===== src/rtl/rename_unit_pkg.sv =====
// Shared widths and bundle types for the register-rename stage.
// Default sizing: 32 architectural registers renamed onto 64 physical tags.
package rename_pkg;

    localparam int AREG_WIDTH = 5;
    localparam int PREG_WIDTH = 6;
    localparam int NUM_AREGS  = 1 << AREG_WIDTH;
    localparam int NUM_PREGS  = 1 << PREG_WIDTH;

    typedef logic [AREG_WIDTH-1:0] areg_t;
    typedef logic [PREG_WIDTH-1:0] preg_t;
    typedef logic [PREG_WIDTH:0]   count_t;

    typedef struct packed {
        logic  reg_write;
        preg_t rrd;
        preg_t rrs1;
        preg_t rrs2;
        preg_t old_rrd;
    } renamed_t;

    typedef struct packed {
        logic  valid;
        logic  reg_write;
        areg_t rd;
        preg_t rrd;
        preg_t old_rrd;
    } commit_t;

endpackage


===== src/rtl/rename_unit_if.sv =====
// Decode-side, dispatch-side and ROB-commit signals of the rename stage.
// slave: the rename unit's view; master: the driver (decode/dispatch/ROB).
interface rename_unit_if;
    import rename_pkg::*;

    logic  in_valid;
    logic  in_ready;
    logic  in_reg_write;
    areg_t in_rd;
    areg_t in_rs1;
    areg_t in_rs2;

    logic  out_valid;
    logic  out_ready;
    logic  out_reg_write;
    preg_t out_rrd;
    preg_t out_rrs1;
    preg_t out_rrs2;
    preg_t out_old_rrd;

    logic  commit_valid;
    logic  commit_reg_write;
    areg_t commit_rd;
    preg_t commit_rrd;
    preg_t commit_old_rrd;

    modport slave (
        input  in_valid, in_reg_write, in_rd, in_rs1, in_rs2,
        output in_ready,
        output out_valid, out_reg_write, out_rrd,
        output out_rrs1, out_rrs2, out_old_rrd,
        input  out_ready,
        input  commit_valid, commit_reg_write, commit_rd,
        input  commit_rrd, commit_old_rrd
    );

    modport master (
        output in_valid, in_reg_write, in_rd, in_rs1, in_rs2,
        input  in_ready,
        input  out_valid, out_reg_write, out_rrd,
        input  out_rrs1, out_rrs2, out_old_rrd,
        output out_ready,
        output commit_valid, commit_reg_write, commit_rd,
        output commit_rrd, commit_old_rrd
    );

endinterface


===== src/rtl/rename_unit_free_list.sv =====
// Circular free list of physical tags: pop at head, push at tail, sticky overflow.
// Ports: clk, rst (async active-low), pop, push/push_tag, head_tag, count, overflow_err;
// with RENAME_RECOVERY_EN also flush/commit_alloc and a committed head pointer.
module rename_free_list
    import rename_pkg::*;
(
    input  logic   clk,
    input  logic   rst,
`ifdef RENAME_RECOVERY_EN
    input  logic   flush,
    input  logic   commit_alloc,
`endif
    input  logic   pop,
    input  logic   push,
    input  preg_t  push_tag,
    output preg_t  head_tag,
    output count_t count,
    output logic   overflow_err
);

    preg_t mem [NUM_PREGS];
    preg_t head;
    preg_t tail;
    logic  full;
    logic  push_ok;
    preg_t tail_next;

    assign full      = (count == count_t'(NUM_PREGS));
    assign push_ok   = push & ~full;
    assign head_tag  = mem[head];
    assign tail_next = tail + preg_t'(push_ok);

`ifdef RENAME_RECOVERY_EN
    // Committed head: tags popped by instructions that have retired.
    preg_t ch;
    preg_t ch_next;

    assign ch_next = ch + preg_t'(commit_alloc);

    always_ff @(posedge clk or negedge rst) begin
        if (!rst) ch <= '0;
        else      ch <= ch_next;
    end
`endif

    always_ff @(posedge clk or negedge rst) begin
        if (!rst) begin
            for (int i = 0; i < NUM_PREGS; i++) begin
                if (i < NUM_PREGS - NUM_AREGS) mem[i] <= preg_t'(NUM_AREGS + i);
                else                           mem[i] <= '0;
            end
        end else if (push_ok) begin
            mem[tail] <= push_tag;
        end
    end

    always_ff @(posedge clk or negedge rst) begin
        if (!rst) begin
            head         <= '0;
            tail         <= preg_t'(NUM_PREGS - NUM_AREGS);
            count        <= count_t'(NUM_PREGS - NUM_AREGS);
            overflow_err <= 1'b0;
        end else begin
            tail <= tail_next;
            if (push & full) overflow_err <= 1'b1;
`ifdef RENAME_RECOVERY_EN
            if (flush) begin
                // Everything between committed head and tail is free again.
                head  <= ch_next;
                count <= {1'b0, tail_next - ch_next};
            end else begin
                head  <= head + preg_t'(pop);
                count <= count + count_t'(push_ok) - count_t'(pop);
            end
`else
            head  <= head + preg_t'(pop);
            count <= count + count_t'(push_ok) - count_t'(pop);
`endif
        end
    end

endmodule


===== src/rtl/rename_unit.sv =====
// Register rename stage: speculative RAT, free list, registered output with handshake.
// Ports: clk, rst (async active-low), bus (rename_unit_if.slave), free_count, overflow_err;
// macro RENAME_RECOVERY_EN adds flush input and a committed RAT for recovery.
module rename_unit
    import rename_pkg::*;
(
    input  logic          clk,
    input  logic          rst,
    rename_unit_if.slave  bus,
`ifdef RENAME_RECOVERY_EN
    input  logic          flush,
`endif
    output count_t        free_count,
    output logic          overflow_err
);

    preg_t    rat [NUM_AREGS];
    renamed_t out_q;
    renamed_t ren_d;
    commit_t  cm;
    logic     out_valid;
    logic     alloc;
    logic     in_ready;
    logic     fire;
    logic     push;
    logic     commit_alloc;
    logic     flush_w;
    preg_t    head_tag;

    assign cm = '{
        valid:     bus.commit_valid,
        reg_write: bus.commit_reg_write,
        rd:        bus.commit_rd,
        rrd:       bus.commit_rrd,
        old_rrd:   bus.commit_old_rrd
    };

    assign commit_alloc = cm.valid & cm.reg_write & (cm.rd != '0);
    assign push = cm.valid & cm.reg_write & (cm.old_rrd != '0);

`ifdef RENAME_RECOVERY_EN
    assign flush_w = flush;
`else
    logic unused_commit;
    assign flush_w = 1'b0;
    assign unused_commit = ^{commit_alloc, cm.rrd};
`endif

    // x0 never allocates, so preg 0 stays pinned to it.
    assign alloc = bus.in_reg_write & (bus.in_rd != '0);

    // free_count is pre-push: a same-cycle commit cannot unblock rename.
    assign in_ready = (~out_valid | bus.out_ready)
                    & (~alloc | (free_count != '0))
                    & ~flush_w;
    assign fire = bus.in_valid & in_ready;

    always_comb begin
        ren_d           = '0;
        ren_d.rrs1      = rat[bus.in_rs1];
        ren_d.rrs2      = rat[bus.in_rs2];
        if (alloc) begin
            ren_d.reg_write = 1'b1;
            ren_d.rrd       = head_tag;
            ren_d.old_rrd   = rat[bus.in_rd];
        end
    end

    rename_free_list u_free_list (
        .clk          (clk),
        .rst          (rst),
`ifdef RENAME_RECOVERY_EN
        .flush        (flush_w),
        .commit_alloc (commit_alloc),
`endif
        .pop          (fire & alloc),
        .push         (push),
        .push_tag     (cm.old_rrd),
        .head_tag     (head_tag),
        .count        (free_count),
        .overflow_err (overflow_err)
    );

`ifdef RENAME_RECOVERY_EN
    preg_t crat [NUM_AREGS];
    preg_t crat_next [NUM_AREGS];

    always_comb begin
        for (int i = 0; i < NUM_AREGS; i++) crat_next[i] = crat[i];
        if (commit_alloc) crat_next[cm.rd] = cm.rrd;
    end

    always_ff @(posedge clk or negedge rst) begin
        if (!rst) begin
            for (int i = 0; i < NUM_AREGS; i++) crat[i] <= preg_t'(i);
        end else begin
            for (int i = 0; i < NUM_AREGS; i++) crat[i] <= crat_next[i];
        end
    end
`endif

    always_ff @(posedge clk or negedge rst) begin
        if (!rst) begin
            for (int i = 0; i < NUM_AREGS; i++) rat[i] <= preg_t'(i);
`ifdef RENAME_RECOVERY_EN
        end else if (flush_w) begin
            // Restore includes this cycle's commit.
            for (int i = 0; i < NUM_AREGS; i++) rat[i] <= crat_next[i];
`endif
        end else if (fire & alloc) begin
            rat[bus.in_rd] <= head_tag;
        end
    end

    always_ff @(posedge clk or negedge rst) begin
        if (!rst) begin
            out_q     <= '0;
            out_valid <= 1'b0;
        end else if (flush_w) begin
            out_valid <= 1'b0;
        end else if (fire) begin
            out_q     <= ren_d;
            out_valid <= 1'b1;
        end else if (bus.out_ready) begin
            out_valid <= 1'b0;
        end
    end

    assign bus.in_ready      = in_ready;
    assign bus.out_valid     = out_valid;
    assign bus.out_reg_write = out_q.reg_write;
    assign bus.out_rrd       = out_q.rrd;
    assign bus.out_rrs1      = out_q.rrs1;
    assign bus.out_rrs2      = out_q.rrs2;
    assign bus.out_old_rrd   = out_q.old_rrd;

endmodule


===== src/flat_wrapper.sv =====
// flat-port wrapper written by rule: the top's interface ports become plain ports
module rename_unit_flat import rename_pkg::*;
  (clk, rst, free_count, overflow_err, bus_in_valid, bus_in_reg_write, bus_in_rd, bus_in_rs1, bus_in_rs2, bus_in_ready, bus_out_valid, bus_out_reg_write, bus_out_rrd, bus_out_rrs1, bus_out_rrs2, bus_out_old_rrd, bus_out_ready, bus_commit_valid, bus_commit_reg_write, bus_commit_rd, bus_commit_rrd, bus_commit_old_rrd);
  rename_unit_if bus_i ();
  input  logic clk;
  input  logic rst;
  output count_t free_count;
  output logic overflow_err;
  input wire logic [$bits(bus_i.in_valid)-1:0] bus_in_valid;
  input wire logic [$bits(bus_i.in_reg_write)-1:0] bus_in_reg_write;
  input wire logic [$bits(bus_i.in_rd)-1:0] bus_in_rd;
  input wire logic [$bits(bus_i.in_rs1)-1:0] bus_in_rs1;
  input wire logic [$bits(bus_i.in_rs2)-1:0] bus_in_rs2;
  output wire logic [$bits(bus_i.in_ready)-1:0] bus_in_ready;
  output wire logic [$bits(bus_i.out_valid)-1:0] bus_out_valid;
  output wire logic [$bits(bus_i.out_reg_write)-1:0] bus_out_reg_write;
  output wire logic [$bits(bus_i.out_rrd)-1:0] bus_out_rrd;
  output wire logic [$bits(bus_i.out_rrs1)-1:0] bus_out_rrs1;
  output wire logic [$bits(bus_i.out_rrs2)-1:0] bus_out_rrs2;
  output wire logic [$bits(bus_i.out_old_rrd)-1:0] bus_out_old_rrd;
  input wire logic [$bits(bus_i.out_ready)-1:0] bus_out_ready;
  input wire logic [$bits(bus_i.commit_valid)-1:0] bus_commit_valid;
  input wire logic [$bits(bus_i.commit_reg_write)-1:0] bus_commit_reg_write;
  input wire logic [$bits(bus_i.commit_rd)-1:0] bus_commit_rd;
  input wire logic [$bits(bus_i.commit_rrd)-1:0] bus_commit_rrd;
  input wire logic [$bits(bus_i.commit_old_rrd)-1:0] bus_commit_old_rrd;
  assign bus_i.in_valid = bus_in_valid;
  assign bus_i.in_reg_write = bus_in_reg_write;
  assign bus_i.in_rd = bus_in_rd;
  assign bus_i.in_rs1 = bus_in_rs1;
  assign bus_i.in_rs2 = bus_in_rs2;
  assign bus_in_ready = bus_i.in_ready;
  assign bus_out_valid = bus_i.out_valid;
  assign bus_out_reg_write = bus_i.out_reg_write;
  assign bus_out_rrd = bus_i.out_rrd;
  assign bus_out_rrs1 = bus_i.out_rrs1;
  assign bus_out_rrs2 = bus_i.out_rrs2;
  assign bus_out_old_rrd = bus_i.out_old_rrd;
  assign bus_i.out_ready = bus_out_ready;
  assign bus_i.commit_valid = bus_commit_valid;
  assign bus_i.commit_reg_write = bus_commit_reg_write;
  assign bus_i.commit_rd = bus_commit_rd;
  assign bus_i.commit_rrd = bus_commit_rrd;
  assign bus_i.commit_old_rrd = bus_commit_old_rrd;
  rename_unit u_core (.clk(clk), .rst(rst), .bus(bus_i), .free_count(free_count), .overflow_err(overflow_err));
endmodule

===== config.mk =====
export PLATFORM = sky130hd
export DESIGN_NAME = rename_unit_flat
export DESIGN_NICKNAME = d
export VERILOG_FILES = /design/src/rtl/rename_unit_pkg.sv /design/src/rtl/rename_unit_if.sv /design/src/rtl/rename_unit_free_list.sv /design/src/rtl/rename_unit.sv /design/src/flat_wrapper.sv
export SDC_FILE = /design/constraint.sdc
export NUM_CORES = 1
export LEC_CHECK = 0
export ABC_AREA = 0
export CORE_MARGIN = 1
export CORE_UTILIZATION = 25
export CTS_CLUSTER_SIZE = 10
export DETAILED_ROUTE_END_ITERATION = 7
export GPL_TIMING_DRIVEN = 0
export PLACE_DENSITY = 0.49
export SKIP_LAST_GASP = 1
export SLEW_MARGIN = 10
export SYNTH_ARGS = -nofsm -noshare
export SYNTH_HDL_FRONTEND = slang
export SYNTH_SLANG_ARGS = --single-unit

===== constraint.sdc =====
create_clock -name clk -period 9.2 [get_ports clk]
set_input_delay 1.84 -clock clk [delete_from_list [all_inputs] [get_ports clk]]
set_output_delay 1.84 -clock clk [all_outputs]
set_load 0.005 [all_outputs]

### Word-level counts from Yosys, hierarchy flattened

Index checks and enable logic that the tools add are counted.

| cells by class | value |
|---|---|
| mux-type cells | 22 |
| add/sub/neg operators | 4 |
| equal/unequal tests | 1 |
| reductions and logical operators | 6 |
| bitwise logic cells | 18 |
| magnitude comparators | 7 |

Operator list:

| kind | number |
|---|---|
| 384-bit bitwise mux | 1 |
| 192-bit bitwise mux | 1 |
| 6-bit binary-select mux with 5-bit select | 3 |
| 6-bit two-way mux | 11 |
| 6-bit binary-select mux with 6-bit select | 1 |
| 6-bit demux with 6-bit select | 1 |
| 6-bit demux with 5-bit select | 1 |
| 6-bit greater-or-equal comparator (second input constant) | 3 |
| 5-bit NOT with 6-bit output | 3 |
| 7-bit greater-or-equal comparator (second input constant) | 2 |
| 6-bit NOT with 7-bit output | 2 |
| 6-bit by 1-bit adder with 6-bit output | 2 |
| 1-bit bitwise AND | 8 |
| 7-bit by 1-bit adder with 7-bit output | 1 |
| 7-bit equality test (second input constant) | 1 |
| 7-bit by 1-bit < comparator with 1-bit output (second input constant) | 1 |
| 7-bit two-way mux | 1 |
| 7-bit nonzero test | 1 |
| 7-bit by 1-bit subtractor with 7-bit output | 1 |
| 6-bit by 1-bit < comparator with 1-bit output (second input constant) | 1 |
| 6-bit nonzero test | 1 |
| 5-bit nonzero test | 1 |
| 1-bit NOT | 3 |
| 1-bit logical AND | 2 |
| other kinds (3) | 5 |

| storage, ports and cells | value |
|---|---|
| register bits | 622 |
| logic and storage cells | 164 |

### Longest topological paths before layout

Gate-level depths: netlist of the first run.

| logic depth | value |
|---|---|
| depth after elaboration | 8 |
| depth in mapped cells | 18 |
| gate-level depth less buffers | 17 |

### By module

Synthesis of the first run repeated with hierarchy kept, for this count alone.

| second synthesis, totals | value |
|---|---|
| cell total of the unflattened synthesis | 2,241 |
| area, all modules | 32,043.2 um^2 |

By module, submodules not included:

| module | instances | cells each | area an instance (um^2) |
|---|---|---|---|
| rename_free_list | 1 | 1,310 | 18,926.9 |
| rename_unit | 1 | 931 | 13,116.3 |

### Least setup slack after synthesis of the first run

No wires, ideal clock.

| timing | value |
|---|---|
| kind | input port to flip-flop |
| start point | in bus_in_rd[3] |
| end point | reg u_core.u_free_list.count[6] |
| stages on the path | 17 |
| buffers on the path | 2 |
| path slack | 4.199 ns |
| library setup time | 0.125 ns |
| data arrival time | 4.876 ns |
| path through | clkbuf_1 > or3_1 > o21ai_1 > or2_0 > clkbuf_1 > inv_1 > ha_1 > inv_1 > ha_1 > inv_1 > fa_1 > nand2b_1 > a21oi_1 > o21ai_0 > a21oi_1 > nor2_1 > xnor2_1 |

| between the ends | value |
|---|---|
| word-level cells in the longest chain between the ends | 8 |

RTL lines:

| element | RTL line | RTL |
|---|---|---|
| start: declaration | flat_wrapper.sv:11 | `input wire logic [$bits(bus_i.in_rd)-1:0] bus_in_rd;` |
| 5-bit nonzero test * | rename_unit.sv:50 | `assign alloc = bus.in_reg_write & (bus.in_rd != '0);` |
| 1-bit bitwise AND * | rename_unit.sv:50 |  |
| 1-bit NOT | rename_unit.sv:54 | `& (~alloc \| (free_count != '0))` |
| 1-bit OR | rename_unit.sv:54 |  |
| 1-bit bitwise AND | rename_unit.sv:54 |  |
| 1-bit bitwise AND | rename_unit.sv:56 | `assign fire = bus.in_valid & in_ready;` |
| 1-bit bitwise AND * | rename_unit.sv:76 | `.pop (fire & alloc),` |
| 7-bit by 1-bit subtractor with 7-bit output * | rename_unit_free_list.sv:77 | `count <= count + count_t'(push_ok) - count_t'(pop);` |
| end signal: assignment | rename_unit_free_list.sv:61 | `count <= count_t'(NUM_PREGS - NUM_AREGS);` |
| end signal: assignment | rename_unit_free_list.sv:77 |  |
| end: declaration | rename_unit_free_list.sv:17 | `output count_t count,` |

Every way passes the cells marked *; elsewhere a longest branch is shown, timed or not.
A chain may end at the register's enable or synchronous reset.

### Worst setup path after layout of the first run

| timing | value |
|---|---|
| start point | in bus_in_rd[1] |
| end point | reg u_core.u_free_list.count[6] |

The elaborated chain is that of the path after synthesis.

==> metrics.md, run 1 <==
| Metric | Value |
|---|---|
| Status | finished, final reports clean |
| Hold_buf cts | 0 |
| Power Internal | between 6 and 7 mW |
| GRT Util Overall | 0.1661 |
| Post-synth ARST share | 1.000 |
| Netlist cell types | 65 |
| Layout Utilization | 0.2933 |
| Gpl congestion | 0.9218 |
| Hold depth | 2 |
| Hold EP | u_core.bus.out_rrd[0]$_DFFE_PN0P_ |
| CORE AREA | about 0.13 mm² |
| # port buffers | 54 |
| FF+latch area | between 0.015 and 0.02 mm² |
| Setup_tns | 0 ns |
| Critical Path AT | a little under 7 ns |
| HP Start | u_core.bus.out_rrd[0]$_DFFE_PN0P_ |
| Synthesized area | roughly 0.032 mm² |
| Clock power share | 0.280 |
| Wirelength per Cell | roughly 25 µm |
| Worst Skew | 0.05869 ns |
| Top-area cell type share of the netlist area | 0.3392 |
| Switching part of the total | 0.3736 |
| # rows | 130 |
| Final WS setup | 2.906 ns |
| Met3 WL post-DR | between 5000 and 6000 µm |
| Ys Warns | 0 |
| Max-slew headroom | 0.1936 |
| Wire length on met2 | 50000 µm |
| Routed vias | 20.63k |
| Highest routed metal layer | met4 |
| Cell type group with the largest total delay on the critical path | buffers and inverters |
| Comb pwr share | 0.350 |
| Max stage delay on crit path | approximately 0.70 ns |
| Most common cell on crit path | inv_1 |
| Length of routed wiring on met1 | 45610 µm |
| CP Buf/Inv Count | 6 |
| Mapped Cells | between 2k and 2.5k |
| Sequential power share | 0.370 |
| Synthesized net count | 2389 |
| FF-to-FF path depth | 9 |
| Critical-path top delay cell | or2_0 |
| Post-synthesis sequential area ratio | 0.5006 |
| Clock transition at path regs | 0.05 ns |
| #FFs+latches synth | 622 |
| P_leak | around 15 nW |
| Worst EP required | about 9.7 ns |
| Pre-CTS setup slack | 2.195 ns |
| Final setup violation count | 0 |
| Root Driver | clkbuf_16 |
| Net Sw Power | 3.911 mW |
| Clock latency on the worst-skew pair | 0.66 ns |
| Critical path class | in2reg |
| Die width | ~360 µm |
| Number of synthesized flops with an enable pin | 0 |
| Worst Tran Pin Value | 1.179 ns |
| Area leader, netlist | dfrtp_1 |
| Vias in the first global route | 21.37k |
| Worst hold path type | reg2reg |
| Die Y | 357.4 µm |
| Maxcap violations | 0 |
| Ys flop type | dfrtp_1 |
| CTS Buffer Depth | 3 |
| CTS sink cnt | 622 |
| Max-slew violation count | 0 |
| Peak fanout along the critical path | 10 |
| Period minus WS final | 6.294 ns |
| Max VDD drop | 0.1483 mV |
| Post-CTS Resized | 0 |
| Router iterations before antenna repair | 5 |
| RR Endpoint | u_core.rat[136]$_DFFE_PN0P_ |
| Residual DRC | 0 |
| HPWL after detailed placement | 74900 µm |
| GRT overflow | 0 |
| Initial Utilization | 0.2518 |
| DR vias/cell | 4.932 |
| # fillers | ~13k |
| Antenna Nets Post-Route | 0 |
| Largest net degree at the start of global routing | 107 |
| TritonCTS clock tree | yes |
| Largest cells by area after synthesis | dfrtp_1, dfstp_2, mux4_2 |
| Detailed-route wire length | 105000 µm |
| Initial DRC count | 1735 |
| Global-route wire length before repair | roughly 150000 µm |
| Crit. End Element | flip-flop |
| Period utilization | 0.6841 |
| I/O Pins | 74 |
| Pwr dens | 284.6 mW/mm² |
| Max Clock Freq | 158.9 MHz |
| Crit start category | primary input |
| Power, Total | approximately 10 mW |
| Share of cells above drive strength 1 | 0.4000 |
| TritonCTS Buffers | 76 |
| Fin nets | between 2k and 3k |
| Crit path cell chain | clkdlybuf4s50_1 -> or2_2 -> clkbuf_1 -> o21ai_1 -> or2_0 -> clkbuf_1 -> inv_1 -> ha_1 -> inv_1 -> ha_1 -> inv_1 -> fa_1 -> nand2b_1 -> a21oi_1 -> o21ai_0 -> a21oi_1 -> nor2_1 -> xnor2_1 |
| Multi-input gate area | 0.01472 mm² |
| H-tree depth | 3 |
| Worst reg-to-reg setup slack | between 4 and 5 ns |
| RSZ-0062 raised after global routing | false |
| Hold_ws | 0.4750 ns |
| R2R Path Start | u_core.u_free_list.head[1]$_DFF_PN0_ |
| Hold Vio Cnt, Final | 0 |
| Mean Syn Cell Area | 13.52 µm² |
| Setup bufs post-CTS | 0 |
| Full die area | 0.1277 mm² |
| Layout area overhead | 16.47% |
| Initial antenna violation count | 1 |
==> kinds of logic (layout without fill, tap and decap cells) <==
kind of cell / count (synthesis) / count (layout) / share of synthesized area
AO/OA/AOI/OAI: 336 / 336 / 0.06673
AND/OR/NAND/NOR: 421 / 421 / 0.05828
other: 0 / 3 / 0
adder cells (fa/ha/maj): 14 / 14 / 0.005785
XOR/XNOR: 14 / 14 / 0.003883
buffers and inverters: 216 / 410 / 0.03340
flip-flops: 622 / 622 / 0.5006
multiplexers: 713 / 713 / 0.3313
==> synthesized netlist by cell type (11+ instances only) <==
| library cell | number |
|---|---|
| o21ai_0 | 116 |
| ha_1 | 13 |
| mux4_1 | 12 |
| mux2i_1 | 106 |
| nor2b_1 | 21 |
| dfrtp_1 | 428 |
| o221ai_1 | 11 |
| or2_2 | 19 |
| mux2_2 | 384 |
| a221oi_1 | 19 |
| buf_2 | 34 |
| clkbuf_1 | 125 |
| nor2_1 | 179 |
| dfstp_2 | 194 |
| a31oi_1 | 18 |
| o21ai_2 | 16 |
| a21oi_1 | 86 |
| buf_6 | 11 |
| a21oi_2 | 14 |
| nand2_1 | 147 |
| inv_1 | 14 |
| a22oi_1 | 15 |
| mux4_2 | 206 |
==> metal layers <==
metal	global-route usage	vias to the layer above
li1	-	8982
met1	0.2227	10880
met2	0.2696	598
met3	0.02658	167
met4	0.06068	0
met5	0	-
==> worst register-to-register path, delay by kind of cell (launching register included) <==
family	cells	cell delay, ns
compound gates	3	1.63
buf+inv	3	1.44
flops	1	0.38
mux	1	0.68
simple gates	2	0.44
==> stage by stage <==
step	instance area [µm²]	instances
6_report	36780	4183
5_1_grt	36770	4181
4_1_cts	36770	4180
3_5_place_dp	34380	4047
3_3_place_gp	34180	4040
2_1_floorplan	31580	2336
==> worst max-delay path by stage <==
stage	start	to	slack (ns)	cells after the start
6_report	bus_in_rd[1]	u_core.u_free_list.count[6]$_DFF_PN0_	2.91	18
5_1_grt	bus_in_rd[1]	u_core.u_free_list.count[6]$_DFF_PN0_	2.65	18
4_1_cts	bus_in_rd[1]	u_core.u_free_list.count[6]$_DFF_PN0_	2.82	18
3_5_place_dp	bus_in_rd[1]	u_core.u_free_list.count[6]$_DFF_PN0_	2.20	18
3_3_place_gp	rst	u_core.u_free_list.mem[49]$_DFFE_PN0P_	-23.13	1
2_1_floorplan	bus_in_rd[3]	u_core.u_free_list.count[6]$_DFF_PN0_	4.20	17
==> cells in the final DEF (no fill, tap or decap), types with 34 or more instances in the layout <==
cell type | netlist | final
clkbuf_1 | 125 | 163
nor2_1 | 179 | 179
nand2_1 | 147 | 147
dfrtp_1 | 428 | 428
a21oi_1 | 86 | 86
clkbuf_16 | 0 | 77
dfstp_2 | 194 | 194
buf_2 | 34 | 34
mux4_2 | 206 | 206
mux2_2 | 384 | 384
mux2i_1 | 106 | 106
clkdlybuf4s50_1 | 0 | 53
o21ai_0 | 116 | 116
==> state kept, by name, summed over array words and instances, names as in the netlist <==
register,flops
u_core.rat,192
u_core.u_free_list.tail,6
u_core.bus.out_rrs2,6
u_core.u_free_list.mem,384
u_core.u_free_list.overflow_err,1
u_core.bus.out_old_rrd,6
u_core.bus.out_reg_write,1
u_core.bus.out_valid,1
u_core.u_free_list.head,6
u_core.bus.out_rrd,6
u_core.bus.out_rrs1,6
u_core.u_free_list.count,7
==> power by group through the flow <==
stage                     clock (mW)  sequential, mW  combinational (mW)
after floorplan                    0            3.76                2.16
after global placement             0            3.90                3.63
after detailed placement           0            3.90                3.66
after CTS                       3.01            3.86                3.66
after global routing            3.12            3.95                3.84
final                           2.93            3.87                3.67
==> area by class of cell <==
class                   count  area share
repair buffers             61     0.02007
well taps                1650     0.05613
clock buffers             123     0.05926
multi-input cells        1498      0.4001
flip-flops and latches    622      0.4298
diodes                      3   0.0002041
inverters                  14    0.001429
clock inverters            10    0.005749
plain buffers             202     0.02725
Note: power is estimated with default switching activity, not from simulation.
==> run 2, diff against run 1 <==
--- a/config.mk
+++ b/config.mk
@@ -11,7 +11,7 @@
 export CTS_CLUSTER_SIZE = 10
 export DETAILED_ROUTE_END_ITERATION = 7
 export GPL_TIMING_DRIVEN = 0
-export PLACE_DENSITY = 0.49
+export PLACE_DENSITY = 0.5
 export SKIP_LAST_GASP = 1
 export SLEW_MARGIN = 10
 export SYNTH_ARGS = -nofsm -noshare
==> constraint.sdc (replaced) <==
create_clock -name clk -period 5.45 [get_ports clk]
set_input_delay 1.09 -clock clk [delete_from_list [all_inputs] [get_ports clk]]
set_output_delay 1.09 -clock clk [all_outputs]
set_load 0.005 [all_outputs]
==> run 2 against run 1 <==
- register-to-register slack lost 3.7 ns
- clock power increased by 62%
- clock skew decreased by 0.018 ns
- setup slack got worse by 2.6 ns
- cell area shrank 0.34%
- critical endpoint unchanged
- largest power group unchanged
- highest routed layer unchanged
==> metrics.md, run 2 (same netlist as run 1, synthesis figures left out) <==
| Metric | Value |
|---|---|
| Layout area overhead | 16.07% |
| Maxcap violations | 0 (unchanged) |
| DR vias/cell | 4.980 (+0.97%) |
| Max-slew headroom | 0.2356 (+0.04203) |
| Gpl congestion | 0.9789 (+6.2%) |
| Crit. End Element | flip-flop |
| Sequential power share | 0.374 (+0.004) |
| Placed inst area | 0.03438 mm² (unchanged) |
| H-tree depth | 3 (unchanged) |
| GRT Util Overall | 0.1651 (-0.001008) |
| Root Driver | clkbuf_16 |
| I/O Pins | 74 (unchanged) |
| Largest registers | u_core.u_free_list.mem: 384 flops, u_core.rat: 192 flops, u_core.u_free_list.count: 7 flops |
| Period minus WS final | 5.190 ns |
| Clock transition at path regs | 0.05 ns (about the same) |
| Power Internal | 10.93 mW (+67%) |
| Hold Vio Cnt, Final | 0 (unchanged) |
| RSZ-0062 raised after global routing | false |
| Worst EP required | 5.96 ns (-3.77 ns) |
| Initial Utilization | 0.2518 (unchanged) |
| Worst Skew | 0.04064 ns (-0.01805 ns) |
| Fin nets | 2527 (-0.040%) |
| Router iterations before antenna repair | 5 (unchanged) |
| TritonCTS clock tree | yes |
| Full die area | 0.1277 mm² (unchanged) |
| Vias in the first global route | 21.18k (-0.89%) |
| DP Cell Count | 4047 (unchanged) |
| Antenna Nets Post-Route | 0 (unchanged) |
| Initial antenna violation count | 3 (+2) |
| # rows | 130 (unchanged) |
| Hold_buf cts | 0 (unchanged) |
| Max FFs per register | 384 (unchanged) |
| HPWL after detailed placement | 75020 µm (+0.16%) |
| Layout Utilization | 0.2923 (-0.001007) |
| Max-slew violation count | 0 (unchanged) |
| Worst Tran Pin Value | 1.147 ns (-0.03255 ns) |
| FF-to-FF path depth | 9 (unchanged) |
| # port buffers | 54 (unchanged) |
| Critical path class | in2reg |
| Pre-CTS setup slack | -0.8394 ns (-3.035 ns) |
| Wirelength per Cell | 25.05 µm (-0.20%) |
| Initial DRC count | 1826 (+5.2%) |
| Crit start category | primary input |
| CTS sink cnt | 622 (unchanged) |
| Peak fanout along the critical path | 10 (unchanged) |
| CTS Buffer Depth | 3 (unchanged) |
| Clock latency on the worst-skew pair | 0.64 ns (-0.02 ns) |
| Final non-filler cell total | 4181 (-0.048%) |
| Pwr dens | 476.6 mW/mm² (+67%) |
| GRT overflow | 0 (unchanged) |
| CORE AREA | 0.1254 mm² (unchanged) |
| Worst reg-to-reg setup slack | 0.75 ns (-3.71 ns) |
| Share of cells above drive strength 1 | 0.3984 (-0.001581) |
| Max Clock Freq | 192.7 MHz |
| Final setup violation count | 0 (unchanged) |
| Max VDD drop | 0.2277 mV (+54%) |
| Comb pwr share | 0.354 (+0.004) |
| Die Y | 357.4 µm (unchanged) |
| Die width | 357.4 µm (unchanged) |
| Critical Path AT | 5.70 ns (-1.13 ns) |
| Period utilization | 0.9523 |
| Status | finished, final reports clean |
| R2R Path Start | u_core.u_free_list.head[1]$_DFF_PN0_ |
| Final non-filler cell area | 0.03665 mm² (-0.34%) |
| TritonCTS Buffers | 75 (-1.3%) |
| Net Sw Power | 6.542 mW (+67%) |
| Leading cell types in the layout, fill and taps excluded | dfrtp_1, mux2_2, mux4_2, dfstp_2, nor2_1 |
| Global-route wire length before repair | 153900 µm (-0.23%) |
| RR Endpoint | u_core.rat[147]$_DFFE_PN0P_ |
| Residual DRC | 0 (unchanged) |
| Setup bufs post-CTS | 0 (unchanged) |
| Commonest non-fill, non-tap cell in the layout | dfrtp_1 |
| Final WS setup | 0.2597 ns (-2.647 ns) |
| Clock power share | 0.272 (-0.008) |
| Worst hold path type | in2async |
| Routed vias | 20.82k (+0.93%) |
| Largest net degree at the start of global routing | 101 (-5.6%) |
| P_leak | 15.11 nW (-0.33%) |
| # fillers | 12.74k (+0.78%) |
| Biggest register | u_core.u_free_list.mem |
| Detailed-route wire length | 104700 µm (-0.25%) |
| Switching part of the total | 0.3745 (+0.0008756) |
[run 2: cell types whose count changed in the layout (fill, tap and decap cells not counted)]
cell / delta
clkbuf_1: +4
bufinv_16: -2
clkinv_16: -2
diode_2: -2
clkbuf_16: -1
clkbuf_2: +1
clkbuf_8: -1
clkinv_8: +1
clkinvlp_4: -1
inv_6: +1
or2_0: -1
or2_1: +1
[run 2: critical path, cell delays in order]
cell and delay (ns):
clkdlybuf4s50_1 0.57, or2_2 0.36, clkbuf_1 0.35, o21ai_1 0.39, or2_1 0.53, clkbuf_2 0.36
inv_1 0.22, ha_1 0.34, inv_1 0.05, ha_1 0.15, inv_1 0.06, fa_1 0.41
nand2b_1 0.16, a21oi_1 0.18, o21ai_0 0.11, a21oi_1 0.16, nor2_1 0.07, xnor2_1 0.13
[run 2: per-layer routing]
metal	vias to the layer above	track usage	part of all wire
met5	-	0	0
met4	0	0.04624	0.026
met3	143	0.02755	0.054
met2	604	0.2660	0.47
met1	11110	0.2277	0.45
li1	8964	-	-
[run 2: cell type report]
type                       instances  area [µm²]  share of cell area
sequential                       622       15810              0.4313
multi-input combinational       1498       14720              0.4015
clock buffer                     126        2160             0.05892
tap                             1650        2064             0.05633
buffer                           202        1003             0.02738
timing repair buffer              61       738.2             0.02014
clock inverter                     7       108.9            0.002970
inverter                          14       52.55            0.001434
antenna                            1       2.502          0.00006827
[run 2: stage by stage]
stage	setup TNS, ns	hold WS (ns)	power [mW]
after floorplan	0	0.4547	9.987
after global placement	-	0.4583	12.70
after detailed placement	-2.212	0.4684	12.76
after CTS	0	0.3550	17.57
after global routing	0	0.3759	18.18
final	0	0.3647	17.47
[run 2: what timing repair did]
action,4_1_cts,5_1_grt
gates resized for setup,1,2
endpoints found under the setup margin,1,1
pin swaps,0,0
gates cloned,0,0
[run 2: worst max-delay path by stage]
stage,from,to,slack [ns]
2_1_floorplan,bus_in_rd[3],u_core.u_free_list.count[6]$_DFF_PN0_,1.20
5_1_grt,bus_in_rd[1],u_core.u_free_list.count[6]$_DFF_PN0_,0.04
3_3_place_gp,rst,u_core.rat[157]$_DFFE_PN0P_,-26.14
6_report,bus_in_rd[1],u_core.u_free_list.count[6]$_DFF_PN0_,0.26
4_1_cts,bus_in_rd[1],u_core.u_free_list.count[6]$_DFF_PN0_,0.02
3_5_place_dp,bus_in_rd[1],u_core.u_free_list.count[6]$_DFF_PN0_,-0.84
[run 2: power groups by stage]
stage,Combinational [mW],Sequential (mW),Clock (mW)
floorplan,3.64,6.34,0
global route,6.48,6.67,5.04
finish,6.19,6.54,4.74
detailed placement,6.17,6.59,0
CTS,6.18,6.52,4.86
global placement,6.11,6.59,0
==> run 3, diff against run 2 <==
--- a/config.mk
+++ b/config.mk
@@ -6,10 +6,11 @@
 export NUM_CORES = 1
 export LEC_CHECK = 0
 export ABC_AREA = 0
-export CORE_MARGIN = 1
+export CORE_MARGIN = 2
 export CORE_UTILIZATION = 25
 export CTS_CLUSTER_SIZE = 10
 export DETAILED_ROUTE_END_ITERATION = 7
+export GPL_ROUTABILITY_DRIVEN = 1
 export GPL_TIMING_DRIVEN = 0
 export PLACE_DENSITY = 0.5
 export SKIP_LAST_GASP = 1
==> run 3 against run 2 <==
- routed wire length grew 0.90%
- clock power rose by 5.1%
- register-to-register slack improved by 0.07 ns
==> metrics.md, run 3 (same netlist as run 1, synthesis figures left out) <==
| Metric | Value |
|---|---|
| Status | finished, final reports clean |
| Die Y | 359.4 µm (+0.56%) |
| Worst hold path type | in2async |
| Largest registers | u_core.u_free_list.mem: 384 flops, u_core.rat: 192 flops, u_core.u_free_list.count: 7 flops |
| Peak fanout along the critical path | 15 (+5) |
| Maxcap violations | 0 (unchanged) |
| FF+latch area | 0.01581 mm² (unchanged) |
| Biggest register | u_core.u_free_list.mem |
| Most Crowded Layer GR | met2 |
| Initial antenna violation count | 6 (+3) |
| Router iterations before antenna repair | 6 (+1) |
| Grt met3 use | 0.02505 (-0.002496) |
| Commonest non-fill, non-tap cell in the layout | dfrtp_1 |
| Final setup violation count | 0 (unchanged) |
| Residual DRC | 0 (unchanged) |
| GRT overflow | 0 (unchanged) |
| Max Clock Freq | 201.1 MHz (+4.4%) |
| Worst EP required | 5.99 ns (+0.03 ns) |
| Share of cells above drive strength 1 | 0.3985 (about the same) |
| Power, Total | 17.69 mW (+1.3%) |
| Initial Utilization | 0.2518 (unchanged) |
| CTS Buffer Depth | 3 (unchanged) |
| Die width | 359.4 µm (+0.56%) |
| Wirelength per Cell | 25.23 µm (+0.73%) |
| TritonCTS clock tree | yes |
| Detailed-route wire length | 105700 µm (+0.90%) |
| TritonCTS Buffers | 76 (+1.3%) |
| Routing usage on met1 | 0.2228 (-0.004932) |
| # fillers | 12.74k (unchanged) |
| Hold_buf cts | 0 (unchanged) |
| GRT Util Overall | 0.1626 (-0.002533) |
| GR Util met2 | 0.2622 (-0.003736) |
| Leading cell types in the layout, fill and taps excluded | dfrtp_1, mux2_2, mux4_2, dfstp_2, nor2_1 |
| Clock latency on the worst-skew pair | 0.67 ns (+0.03 ns) |
| H-tree depth | 3 (unchanged) |
| Fin nets | 2526 (-0.040%) |
| Antenna Nets Post-Route | 0 (unchanged) |
| Global-route wire length before repair | 154400 µm (+0.29%) |
| Layout area overhead | 16.41% |
| Crit. End Element | flip-flop |
| Setup_tns | 0 ns (unchanged) |
| Crit start category | primary input |
| Max-slew violation count | 0 (unchanged) |
| RSZ-0062 raised after global routing | false |
| Initial DRC count | 1892 (+3.6%) |
| HPWL after detailed placement | 75370 µm (+0.47%) |
| Max-slew headroom | 0.1647 (-0.07099) |
| Period utilization | 0.9125 (-0.03986) |
| Max VDD drop | 0.2991 mV (+31%) |
| # rows | 130 (unchanged) |
| Gpl congestion | 0.9204 (-6.0%) |
| Full die area | 0.1292 mm² (+1.1%) |
| DR vias/cell | 4.970 (-0.20%) |
| Largest net degree at the start of global routing | 97 (-4.0%) |
| Critical Path AT | 5.51 ns (-0.19 ns) |
| # port buffers | 54 (unchanged) |
| Vias in the first global route | 21.25k (+0.33%) |
| Critical path class | in2reg |
| Hold Vio Cnt, Final | 0 (unchanged) |
| Max FFs per register | 384 (unchanged) |
| Multi-input gate area | 0.01472 mm² (unchanged) |
| Routed vias | 20.81k (-0.034%) |
| Period minus WS final | 4.973 ns (-0.2173 ns) |
| Clock transition at path regs | 0.06 ns (about the same) |
| Root Driver | clkbuf_16 |
| Pwr dens | 481.2 mW/mm² (+0.97%) |
| CORE AREA | 0.1254 mm² (unchanged) |
| Worst Skew | 0.03232 ns (-0.008316 ns) |
| P_leak | 15.15 nW (+0.28%) |
| CTS sink cnt | 622 (unchanged) |
| I/O Pins | 74 (unchanged) |
| Worst Tran Pin Value | 1.221 ns (+0.07490 ns) |
| Setup bufs post-CTS | 0 (unchanged) |
## run 3: final timing paths
path,startpoint,cells past startpoint,to,slack [ns]
worst max-delay path,bus_in_rd[1],17,u_core.u_free_list.count[6]$_DFF_PN0_,0.48
worst max register to register,u_core.u_free_list.head[1]$_DFF_PN0_,9,u_core.rat[154]$_DFFE_PN0P_,0.82
worst min register to register,u_core.bus.out_rrd[0]$_DFFE_PN0P_,2,u_core.bus.out_rrd[0]$_DFFE_PN0P_,0.48
max in group asynchronous,rst,4,u_core.u_free_list.mem[4]$_DFFE_PN0P_,3.18
worst min-delay path,rst,1,u_core.u_free_list.count[4]$_DFF_PN0_,0.44
min in group clk,u_core.bus.out_rrd[0]$_DFFE_PN0P_,2,u_core.bus.out_rrd[0]$_DFFE_PN0P_,0.48
## run 3: critical path: stages
cell and delay, ns:
clkdlybuf4s50_1 0.67, or2_2 0.17, clkbuf_1 0.63, o21ai_1 0.24
or2_2 0.57, inv_1 0.34, ha_1 0.29, inv_1 0.06
ha_1 0.16, inv_1 0.06, fa_1 0.42, nand2b_1 0.16
a21oi_1 0.19, o21ai_0 0.11, a21oi_1 0.16, nor2_1 0.07
xnor2_1 0.12
## run 3: final cells by class
type	instances	share of cell area
flip-flops and latches	622	0.4300
repair buffers	60	0.01933
diodes	1	0.00006808
clock buffers	136	0.06174
multi-input cells	1498	0.4003
plain buffers	201	0.02716
clock inverters	6	0.003744
inverters	14	0.001430
well taps	1650	0.05616
## run 3: through the flow
stage	util	instances	instance area (µm²)	setup WS, ns	hold WS (ns)
floorplan	-	2336	31580	1.199	0.4547
global placement	0.2726	4040	34180	-26.13	0.4643
detailed placement	0.2739	4046	34350	-0.9666	0.4725
CTS	0.2931	4188	36760	0.1173	0.4508
global route	0.2931	4187	36760	0.2170	0.4990
finish	0.2931	4188	36760	0.4770	0.4447
## run 3: routing by layer
metal  wire length (µm)  up-vias  share of wire
li1                   -     8952              -
met1              47070    11070           0.45
met3               5228      166          0.049
met4               3331        0          0.032
met5                  0        -              0
met2              50030      628           0.47
## run 3: repair_timing
item,in CTS,in global routing
endpoints found under the setup margin,2,1
resized for setup,2,0
gates cloned,0,0
## run 3: report_power, final
group	switching, mW	internal (mW)
logic	3.80	2.38
registers	0.698	5.84
clock network	2.11	2.87
